$ cat src/rtl/ecap_pkg.sv
// Shared constants for the ecap_array capture unit.
// These cover the register map, the global addresses and the STATUS/CTRL bit positions.
package ecap_pkg;

  typedef enum logic [1:0] {
    RegPeriod = 2'd0,
    RegHigh   = 2'd1,
    RegStatus = 2'd2,
    RegCtrl   = 2'd3
  } reg_off_e;

  localparam logic [7:0]  ADDR_ID       = 8'hF0;
  localparam logic [7:0]  ADDR_IRQ_PEND = 8'hF1;
  localparam logic [15:0] ID_BASE       = 16'hEC00;

  localparam int unsigned ST_NEW      = 0;
  localparam int unsigned ST_OVF      = 1;
  localparam int unsigned ST_STALL    = 2;
  localparam int unsigned ST_LEVEL    = 3;
  localparam int unsigned CTRL_EN     = 0;
  localparam int unsigned CTRL_IRQ_EN = 1;

  localparam int unsigned MAX_CH = 8;

endpackage

$ cat src/rtl/ecap_channel.sv
// One capture channel: it synchronises, filters and edge-detects its pin, then measures
// period and high time with a saturating counter.
module ecap_channel
  import ecap_pkg::*;
#(
  parameter int unsigned CNT_W = 16,
  parameter int unsigned FILT  = 2
) (
  input  logic        CLK,
  input  logic        RESET,
  input  logic        i_cap,
  input  logic        i_ctrl_we,
  input  logic [1:0]  i_ctrl_wdata,
  input  logic        i_stat_we,
  input  logic [1:0]  i_stat_w1c,
  output logic [15:0] o_period,
  output logic [15:0] o_high,
  output logic [3:0]  o_status,
  output logic [1:0]  o_ctrl
);

  logic [1:0]       r_sync;
  logic             w_level;
  logic             r_prev;
  logic             r_rise;
  logic             r_fall;
  logic [CNT_W-1:0] r_cnt;
  logic [CNT_W-1:0] r_hpend;
  logic [CNT_W-1:0] r_period;
  logic [CNT_W-1:0] r_high;
  logic             r_primed;
  logic             r_new;
  logic             r_ovf;
  logic             r_stall;
  logic             r_en;
  logic             r_irq_en;
  logic             w_cnt_sat;
  logic [CNT_W-1:0] w_cnt_p1;

  always_ff @(posedge CLK) begin
    if (RESET) r_sync <= '0;
    else       r_sync <= {r_sync[0], i_cap};
  end

  if (FILT == 0) begin : g_nofilt
    assign w_level = r_sync[1];
  end else begin : g_filt
    localparam int unsigned FW = (FILT < 2) ? 1 : $clog2(FILT + 1);
    logic [FW-1:0] r_fcnt;
    logic          r_filt;

    // The level flips once the synchronised input has disagreed for FILT straight cycles.
    always_ff @(posedge CLK) begin
      if (RESET) begin
        r_fcnt <= '0;
        r_filt <= 1'b0;
      end else if (r_sync[1] == r_filt) begin
        r_fcnt <= '0;
      end else if (r_fcnt == FW'(FILT - 1)) begin
        r_fcnt <= '0;
        r_filt <= r_sync[1];
      end else begin
        r_fcnt <= r_fcnt + 1'b1;
      end
    end
    assign w_level = r_filt;
  end

  always_ff @(posedge CLK) begin
    if (RESET) begin
      r_prev <= 1'b0;
      r_rise <= 1'b0;
      r_fall <= 1'b0;
    end else begin
      r_prev <= w_level;
      r_rise <= w_level & ~r_prev;
      r_fall <= ~w_level & r_prev;
    end
  end

  assign w_cnt_sat = &r_cnt;
  assign w_cnt_p1  = w_cnt_sat ? r_cnt : r_cnt + 1'b1;

  // Later assignments override earlier ones, so an event beats a same-cycle W1C.
  always_ff @(posedge CLK) begin
    if (RESET) begin
      r_cnt    <= '0;
      r_hpend  <= '0;
      r_period <= '0;
      r_high   <= '0;
      r_primed <= 1'b0;
      r_new    <= 1'b0;
      r_ovf    <= 1'b0;
      r_stall  <= 1'b0;
      r_en     <= 1'b0;
      r_irq_en <= 1'b0;
    end else begin
      if (i_ctrl_we) begin
        r_en     <= i_ctrl_wdata[CTRL_EN];
        r_irq_en <= i_ctrl_wdata[CTRL_IRQ_EN];
      end
      if (i_stat_we) begin
        if (i_stat_w1c[ST_NEW]) r_new <= 1'b0;
        if (i_stat_w1c[ST_OVF]) r_ovf <= 1'b0;
      end
      if (!r_en) begin
        r_cnt    <= '0;
        r_primed <= 1'b0;
        r_hpend  <= '0;
      end else begin
        if (w_cnt_sat) r_ovf <= 1'b1;
        if (r_rise) begin
          r_cnt    <= '0;
          r_primed <= 1'b1;
          r_stall  <= 1'b0;
          if (r_primed) begin
            r_period <= w_cnt_p1;
            r_high   <= r_hpend;
            r_new    <= 1'b1;
          end
        end else begin
          r_cnt <= w_cnt_p1;
          if (r_fall) r_hpend <= w_cnt_p1;
          if (w_cnt_sat && r_primed) r_stall <= 1'b1;
        end
      end
    end
  end

  assign o_period = 16'(r_period);
  assign o_high   = 16'(r_high);
  assign o_status = {w_level, r_stall, r_ovf, r_new};
  assign o_ctrl   = {r_irq_en, r_en};

endmodule

$ cat src/rtl/ecap_array.sv
// Multi-channel input-capture unit: it decodes the register bus, muxes read data
// and drives the registered interrupt.
module ecap_array
  import ecap_pkg::*;
#(
  parameter int unsigned N_CH  = 4,
  parameter int unsigned CNT_W = 16,
  parameter int unsigned FILT  = 2
) (
  input  logic            CLK,
  input  logic            RESET,
  input  logic [N_CH-1:0] cap_in,
  input  logic [7:0]      bus_addr,
  input  logic            bus_wr,
  input  logic [15:0]     bus_wdata,
  input  logic            bus_rd,
  output logic [15:0]     bus_rdata,
  output logic            irq
);

  logic [15:0]       w_period [MAX_CH];
  logic [15:0]       w_high   [MAX_CH];
  logic [3:0]        w_status [MAX_CH];
  logic [1:0]        w_ctrl   [MAX_CH];
  logic [MAX_CH-1:0] w_ctrl_we;
  logic [MAX_CH-1:0] w_stat_we;
  logic [MAX_CH-1:0] w_pend;
  logic              w_ch_hit;
  logic [2:0]        w_ch_sel;
  reg_off_e          w_off;
  logic [15:0]       w_rd_mux;
  logic [15:0]       r_rdata;
  logic              r_irq;
  logic              w_unused_wdata;

  assign w_ch_hit       = bus_addr < 8'(4 * N_CH);
  assign w_ch_sel       = bus_addr[4:2];
  assign w_off          = reg_off_e'(bus_addr[1:0]);
  assign w_unused_wdata = ^bus_wdata[15:2];

  always_comb begin
    w_ctrl_we = '0;
    w_stat_we = '0;
    w_pend    = '0;
    for (int c = 0; c < MAX_CH; c++) begin
      w_ctrl_we[c] = bus_wr & w_ch_hit & (w_ch_sel == 3'(c)) & (w_off == RegCtrl);
      w_stat_we[c] = bus_wr & w_ch_hit & (w_ch_sel == 3'(c)) & (w_off == RegStatus);
      w_pend[c]    = w_status[c][ST_NEW] & w_ctrl[c][CTRL_IRQ_EN];
    end
  end

  for (genvar c = 0; c < MAX_CH; c++) begin : g_ch
    if (c < N_CH) begin : g_on
      ecap_channel #(
        .CNT_W(CNT_W),
        .FILT (FILT)
      ) u_channel (
        .CLK         (CLK),
        .RESET       (RESET),
        .i_cap       (cap_in[c]),
        .i_ctrl_we   (w_ctrl_we[c]),
        .i_ctrl_wdata(bus_wdata[1:0]),
        .i_stat_we   (w_stat_we[c]),
        .i_stat_w1c  (bus_wdata[1:0]),
        .o_period    (w_period[c]),
        .o_high      (w_high[c]),
        .o_status    (w_status[c]),
        .o_ctrl      (w_ctrl[c])
      );
    end else begin : g_off
      assign w_period[c] = '0;
      assign w_high[c]   = '0;
      assign w_status[c] = '0;
      assign w_ctrl[c]   = '0;
    end
  end

  always_comb begin
    w_rd_mux = '0;
    if (bus_addr == ADDR_ID) begin
      w_rd_mux = ID_BASE | 16'(N_CH);
    end else if (bus_addr == ADDR_IRQ_PEND) begin
      w_rd_mux = 16'(w_pend);
    end else if (w_ch_hit) begin
      unique case (w_off)
        RegPeriod: w_rd_mux = w_period[w_ch_sel];
        RegHigh:   w_rd_mux = w_high[w_ch_sel];
        RegStatus: w_rd_mux = {12'b0, w_status[w_ch_sel]};
        RegCtrl:   w_rd_mux = {14'b0, w_ctrl[w_ch_sel]};
        default:   w_rd_mux = '0;
      endcase
    end
  end

  always_ff @(posedge CLK) begin
    if (RESET) begin
      r_rdata <= '0;
      r_irq   <= 1'b0;
    end else begin
      if (bus_rd) r_rdata <= w_rd_mux;
      r_irq <= |w_pend;
    end
  end

  assign bus_rdata = r_rdata;
  assign irq       = r_irq;

endmodule

$ cat config.mk
export PLATFORM = sky130hd
export DESIGN_NAME = ecap_array
export DESIGN_NICKNAME = d
export VERILOG_FILES = /design/src/rtl/ecap_pkg.sv /design/src/rtl/ecap_channel.sv /design/src/rtl/ecap_array.sv
export SDC_FILE = /design/constraint.sdc
export NUM_CORES = 1
export LEC_CHECK = 0
export BUFFER_PORTS_ARGS = -buffer_cell sky130_fd_sc_hd__buf_2
export CAP_MARGIN = 20
export CELL_PAD_IN_SITES_DETAIL_PLACEMENT = 0
export CELL_PAD_IN_SITES_GLOBAL_PLACEMENT = 1
export CORE_MARGIN = 3
export CORE_UTILIZATION = 50
export DETAILED_ROUTE_END_ITERATION = 10
export PLACE_DENSITY_LB_ADDON = 0.1
export SLEW_MARGIN = 10
export SYNTH_ARGS = -nofsm -noshare
export SYNTH_HDL_FRONTEND = slang
export SYNTH_SLANG_ARGS = --single-unit
$ cat constraint.sdc
create_clock -name CLK -period 2.97 [get_ports CLK]
set_input_delay 0.1485 -clock CLK [delete_from_list [all_inputs] [get_ports CLK]]
set_output_delay 0.1485 -clock CLK [all_outputs]
set_load 0.005 [all_outputs]
## Word-level counts from Yosys, hierarchy flattened

Index checks and enable logic that the tools add are counted.

| cells by class | value |
|---|---|
| add/subtract/negate cells | 8 |
| mux-type cells | 64 |
| $lt $le $gt $ge | 2 |
| bitwise operators | 46 |
| eq/ne operators | 16 |
| reductions and logical operators | 43 |

Operators with widths:

| kind | count |
|---|---|
| $mux 16 | 11 |
| $bmux 16 s3 | 2 |
| $add 16x1->16 const B | 4 |
| $pmux 16 s4 | 1 |
| $reduce_and 16->1 | 4 |
| $mux 1 | 44 |
| $and 1x1->1 | 25 |
| $reduce_and 2->1 | 12 |
| $reduce_or 3->1 | 8 |
| $not 1->1 | 20 |
| $eq 8x8->1 const B | 2 |
| $bmux 4 s3 | 1 |
| $reduce_and 3->1 | 4 |
| $eq 2x1->1 const B | 5 |
| $add 2x1->2 const B | 4 |
| $lt 8x5->1 const B | 1 |
| $mux 4 | 2 |
| $reduce_bool 2->1 | 4 |
| $reduce_or 2->1 | 4 |
| $bmux 2 s3 | 1 |
| $eq 3x2->1 const B | 2 |
| $eq 1x1->1 | 4 |
| $eq 2x2->1 const B | 2 |
| $ge 4x4->1 const B | 1 |
| other kinds (7) | 11 |

| storage, ports and cells | value |
|---|---|
| flip-flop bits (word level) | 329 |
| word-level logic and storage cells | 245 |
| output and inout bits | 17 |
| input bits | 32 |

## Logic depth before layout (Yosys ltp)

| depth | value |
|---|---|
| word-level depth | 8 |
| mapped depth | 8 |
| gate-level depth less buffers | 6 |

## Modules after synthesis

A second synthesis with hierarchy kept.

| second synthesis, totals | value |
|---|---|
| cell total of the unflattened synthesis | 1,805 |
| area total of the unflattened synthesis | 15,325.9 sq um |

Modules (own cells, without submodules):

| module | area each (sq um) | cells each | times used | seq. area each (sq um) |
|---|---|---|---|---|
| ecap_channel (g_ch[0].g_on.u_channel ...) | 3,304.4 | 396 | 3 | 1,561.5 |
| ecap_channel (g_ch[3].g_on.u_channel) | 3,315.7 | 394 | 1 | 1,561.5 |
| ecap_array | 2,097.0 | 223 | 1 | 340.3 |

## Worst setup path after synthesis

OpenSTA, ideal clock, no wires.

| path | value |
|---|---|
| kind | register -> register |
| from | reg g_ch[1].g_on.u_channel.r_cnt[0] |
| to | reg g_ch[1].g_on.u_channel.r_period[1] |
| setup time | 137 ps |
| stages on the path, launching flop included | 8 |
| period minus slack after synthesis | 1,919 ps |
| setup slack | 1,051 ps |
| buffers on the path | 1 |
| required time | 2,833 ps |
| arrival time | 1,782 ps |
| path through | dfxtp_1 ha_1 nand2_1 or4_1 buf_2 nor2_4 mux2i_1 a211oi_1 |

| on the way | value |
|---|---|
| word-level cells in the longest chain between the ends | 2 |
| elaborated cells between the ends (all ways) | 3 |
| those cells by class | 1 x add/sub; 1 x mux; 1 x reduce/logical |

Ends and longest elaborated chain:

| element | RTL line | source |
|---|---|---|
| start: declaration | ecap_channel.sv:27 | `logic [CNT_W-1:0] r_cnt;` |
| start signal: assignment | ecap_channel.sv:122 | `r_cnt <= w_cnt_p1;` |
| $add 16x1->16 or $reduce_and 16->1 (tied branches) | ecap_channel.sv:82, ecap_channel.sv:81 |  |
| $mux 16 * | ecap_channel.sv:82 | `assign w_cnt_p1 = w_cnt_sat ? r_cnt : r_cnt + 1'b1;` |
| end signal: assignment | ecap_channel.sv:117 | `r_period <= w_cnt_p1;` |
| end: declaration | ecap_channel.sv:29 | `logic [CNT_W-1:0] r_period;` |

Mark *: on every way between the ends. The rest lies on a longest branch, timed or not.
A chain may end at the register's enable or synchronous reset.

## Worst setup path after layout

Ends and elaborated chain as after synthesis.

==> flow_summary.json <==
{
  "antenna_found_initial": 0,
  "use_met1": 0.356,
  "synth_edf_count": 0,
  "hpwl_um": 26200,
  "grt_pass1_vias": 10200,
  "cpMaxStageDelayCell": "or4_1",
  "setup_violations": 0,
  "grt.overflow.total": 0,
  "synth_area_leaders": "dfxtp_1 49%, nand2_1 6.7%, mux4_2 6.3%, nor2_1 5.3%, a21oi_1 4.3%",
  "avgRoutedWirePerCell_um": 19.2,
  "synth.distinct_cells": 63,
  "area_growth_pct": 12.9,
  "grt_max_degree": 121,
  "track_usage": 0.250,
  "crit_path_max_fanout": 7,
  "end_kind": "flip-flop",
  "cts-buffers-inserted": 36,
  "instances_no_fill": 1889,
  "floorplan.rows": 59,
  "max_cap_violations": 0,
  "drtIter0Drc": 881,
  "run_status": "completed",
  "peakVddDrop_mv": 0.500,
  "drt_first_pass_iters": 7,
  "path_class": "flip-flop to flip-flop",
  "cts_setup_buffers": 0,
  "die_h_um": 171,
  "synth_top_cell_by_area": "dfxtp_1",
  "pre_cts_ws_ps": 664,
  "postSynthNetCount": 1555,
  "nets": 1569,
  "drc": 0,
  "io_pins": 49,
  "routed_wl_um": 36300,
  "drive_above_1_share": 0.115,
  "relSlewSlack": 0.525,
  "setup_ws_ps": 639,
  "route.antenna.remaining_nets": 0,
  "fin_crit_ps": 2330,
  "yosysTopAreaCellShare": 0.485,
  "clock-root-buffer": "clkbuf_16",
  "place.gp.congestion": 0.886,
  "final_common_cell": "dfxtp_1",
  "powerDensity_nw_per_um2": 611,
  "clock_skew_ps": 20.1,
  "die_area_um2": 29200,
  "path_cells": "ha_1 > nand2_1 > or4_1 > nor2_4 > mux2i_1 > a211oi_1",
  "layout_common_cells": "329 x dfxtp_1, 243 x nand2_1, 190 x nor2_1, 117 x a21oi_1, 85 x o21ai_0",
  "ys.flop_type": "dfxtp_1",
  "synth_seq_area_share": 0.485,
  "clk_path_buf_depth": 3,
  "num_vias": 10900,
  "critPathRequiredTime_ps": 3320,
  "grt_pass1_wl_um": 57400,
  "leakagePower_nw": 5.23,
  "die_x_um": 171,
  "n_fill_cell": 2387,
  "hp-class": "input pin to flip-flop",
  "syn_area_um2": 13600,
  "fmax_ghz": 0.429,
  "hold_viol": 0,
  "cts_sinks": 329,
  "async_flop_share": 0,
  "core_area_um2": 26400,
  "regToRegSetupSlack_ps": 640,
  "initial_core_util": 0.515,
  "tightest_slew_ps": 713,
  "final.setup.tns_ps": 0,
  "hold_buffers": 6,
  "dp_cells": 1820,
  "use_met3": 0.0360,
  "cts_max_level": 2,
  "synth_area_per_cell_um2": 8.96,
  "gr-usage-met2": 0.409,
  "tritoncts": "done",
  "synth-seq-cells": 329,
  "clkTransAtPathRegs_ps": 60,
  "post_drt_via_cell_ratio": 5.76,
  "port_buffers": 34,
  "cts_resized": 0,
  "busiest_layer": "met2",
  "synth_cells": 1515,
  "crit_path_max_incr_delay_ps": 660,
  "diodes": 0,
  "clkLatencyLatePin_ps": 510,
  "arrival_ps": 2680,
  "yosysWarnings": 0,
  "period_share": 0.785,
  "slew_viol_final": 0,
  "rsz0062_at_grt": "false",
  "startpoint_type": "flip-flop"
}
cell type report:
cell class / count / area [µm²] / share of cell area
flip-flops and latches: 329 / 6590 / 0.430
multi-input cells: 1077 / 6540 / 0.427
clock buffers: 53 / 1090 / 0.0709
repair buffers: 65 / 437 / 0.0285
well taps: 335 / 419 / 0.0274
clock inverters: 10 / 181 / 0.0118
inverters: 20 / 75.1 / 0.00490
critical path: cells and delay by family (launching register included):
| family | cells | cell delay (ps) |
|---|---|---|
| compound gates | 1 | 120 |
| fa+ha+maj | 1 | 240 |
| flops | 1 | 370 |
| mux | 1 | 320 |
| simple gates | 3 | 1100 |
stage by stage:
step                cell area [µm²]   util  total power, W  hold WS, ps
finish                        15300  0.581         0.00936         19.9
global route                  15300  0.581         0.00967         27.7
CTS                           15300  0.581         0.00943         10.6
detailed placement            14000  0.531         0.00472          363
global placement              14000  0.531         0.00472          359
floorplan                     13600      -         0.00466          277
cell usage after synthesis, types with 3 or more instances:
master and instances:
buf_1 8, or4_1 4, xnor2_1 8, inv_1 19, a31o_2 3, a21o_1 3, o31ai_1 5, ha_1 8
a21oi_1 117, a41oi_1 4, or3_1 13, nand3b_1 23, or4_4 3, xor2_1 16, nand3_1 41, and3_1 15
nor2_1 190, buf_2 7, o21a_1 6, clkbuf_1 69, a31oi_1 9, a211oi_1 42, buf_6 3, o32ai_1 4
a22oi_1 8, mux4_2 38, nand2b_1 22, nor2b_1 25, nor3_1 17, nand4_1 15, nand2_1 243, or2_2 5
dfxtp_1 329, nor4_1 3, o211ai_1 12, a2bb2oi_1 7, mux2i_1 37, and4_1 8, o2111ai_1 3, nor3b_1 8
o21ai_0 85
cell families after synthesis:
group | share of synthesized area
muxes | 0.0912
adders and majority gates | 0.00738
and+or+nand+nor | 0.226
AOI/OAI and AO/OA | 0.142
DFF | 0.485
buffers and inverters | 0.0330
xor gates and xnor gates | 0.0155
final timing paths:
| kind | depth (start not counted) | to | startpoint |
|---|---|---|---|
| worst max-delay path | 6 | g_ch[1].g_on.u_channel.o_period[1] | g_ch[1].g_on.u_channel.r_cnt[0] |
| worst min register to register | 1 | g_ch[2].g_on.u_channel.r_rise | g_ch[2].g_on.u_channel.r_prev |
| worst max register to register | 6 | g_ch[1].g_on.u_channel.o_period[1] | g_ch[1].g_on.u_channel.r_cnt[0] |
| worst min-delay path | 2 | g_ch[3].g_on.u_channel.o_period[3] | RESET |
flip-flops by register name (all words and copies together), names as in the netlist, 8 cells and up:
signal,count
g_ch.g_on.u_channel.o_period,64
g_ch.g_on.u_channel.o_high,64
g_ch.g_on.u_channel.g_filt.r_fcnt,8
bus_rdata,16
g_ch.g_on.u_channel.r_hpend,64
g_ch.g_on.u_channel.r_sync,8
g_ch.g_on.u_channel.r_cnt,64
report_power, final:
| group | internal [W] | total, W | switching [W] |
|---|---|---|---|
| Sequential | 0.00442 | 0.00443 | 0.00000704 |
| Clock | 0.00296 | 0.00473 | 0.00177 |
| Combinational | 0.0000722 | 0.000196 | 0.000124 |
| Total | 0.00746 | 0.00936 | 0.00190 |
routing by layer:
layer,vias up,wire length [µm]
met5,-,0
met4,0,617
met3,50,2030
met2,289,16900
met1,5193,16700
li1,5345,-
Note: power is estimated with default switching activity, not from simulation.
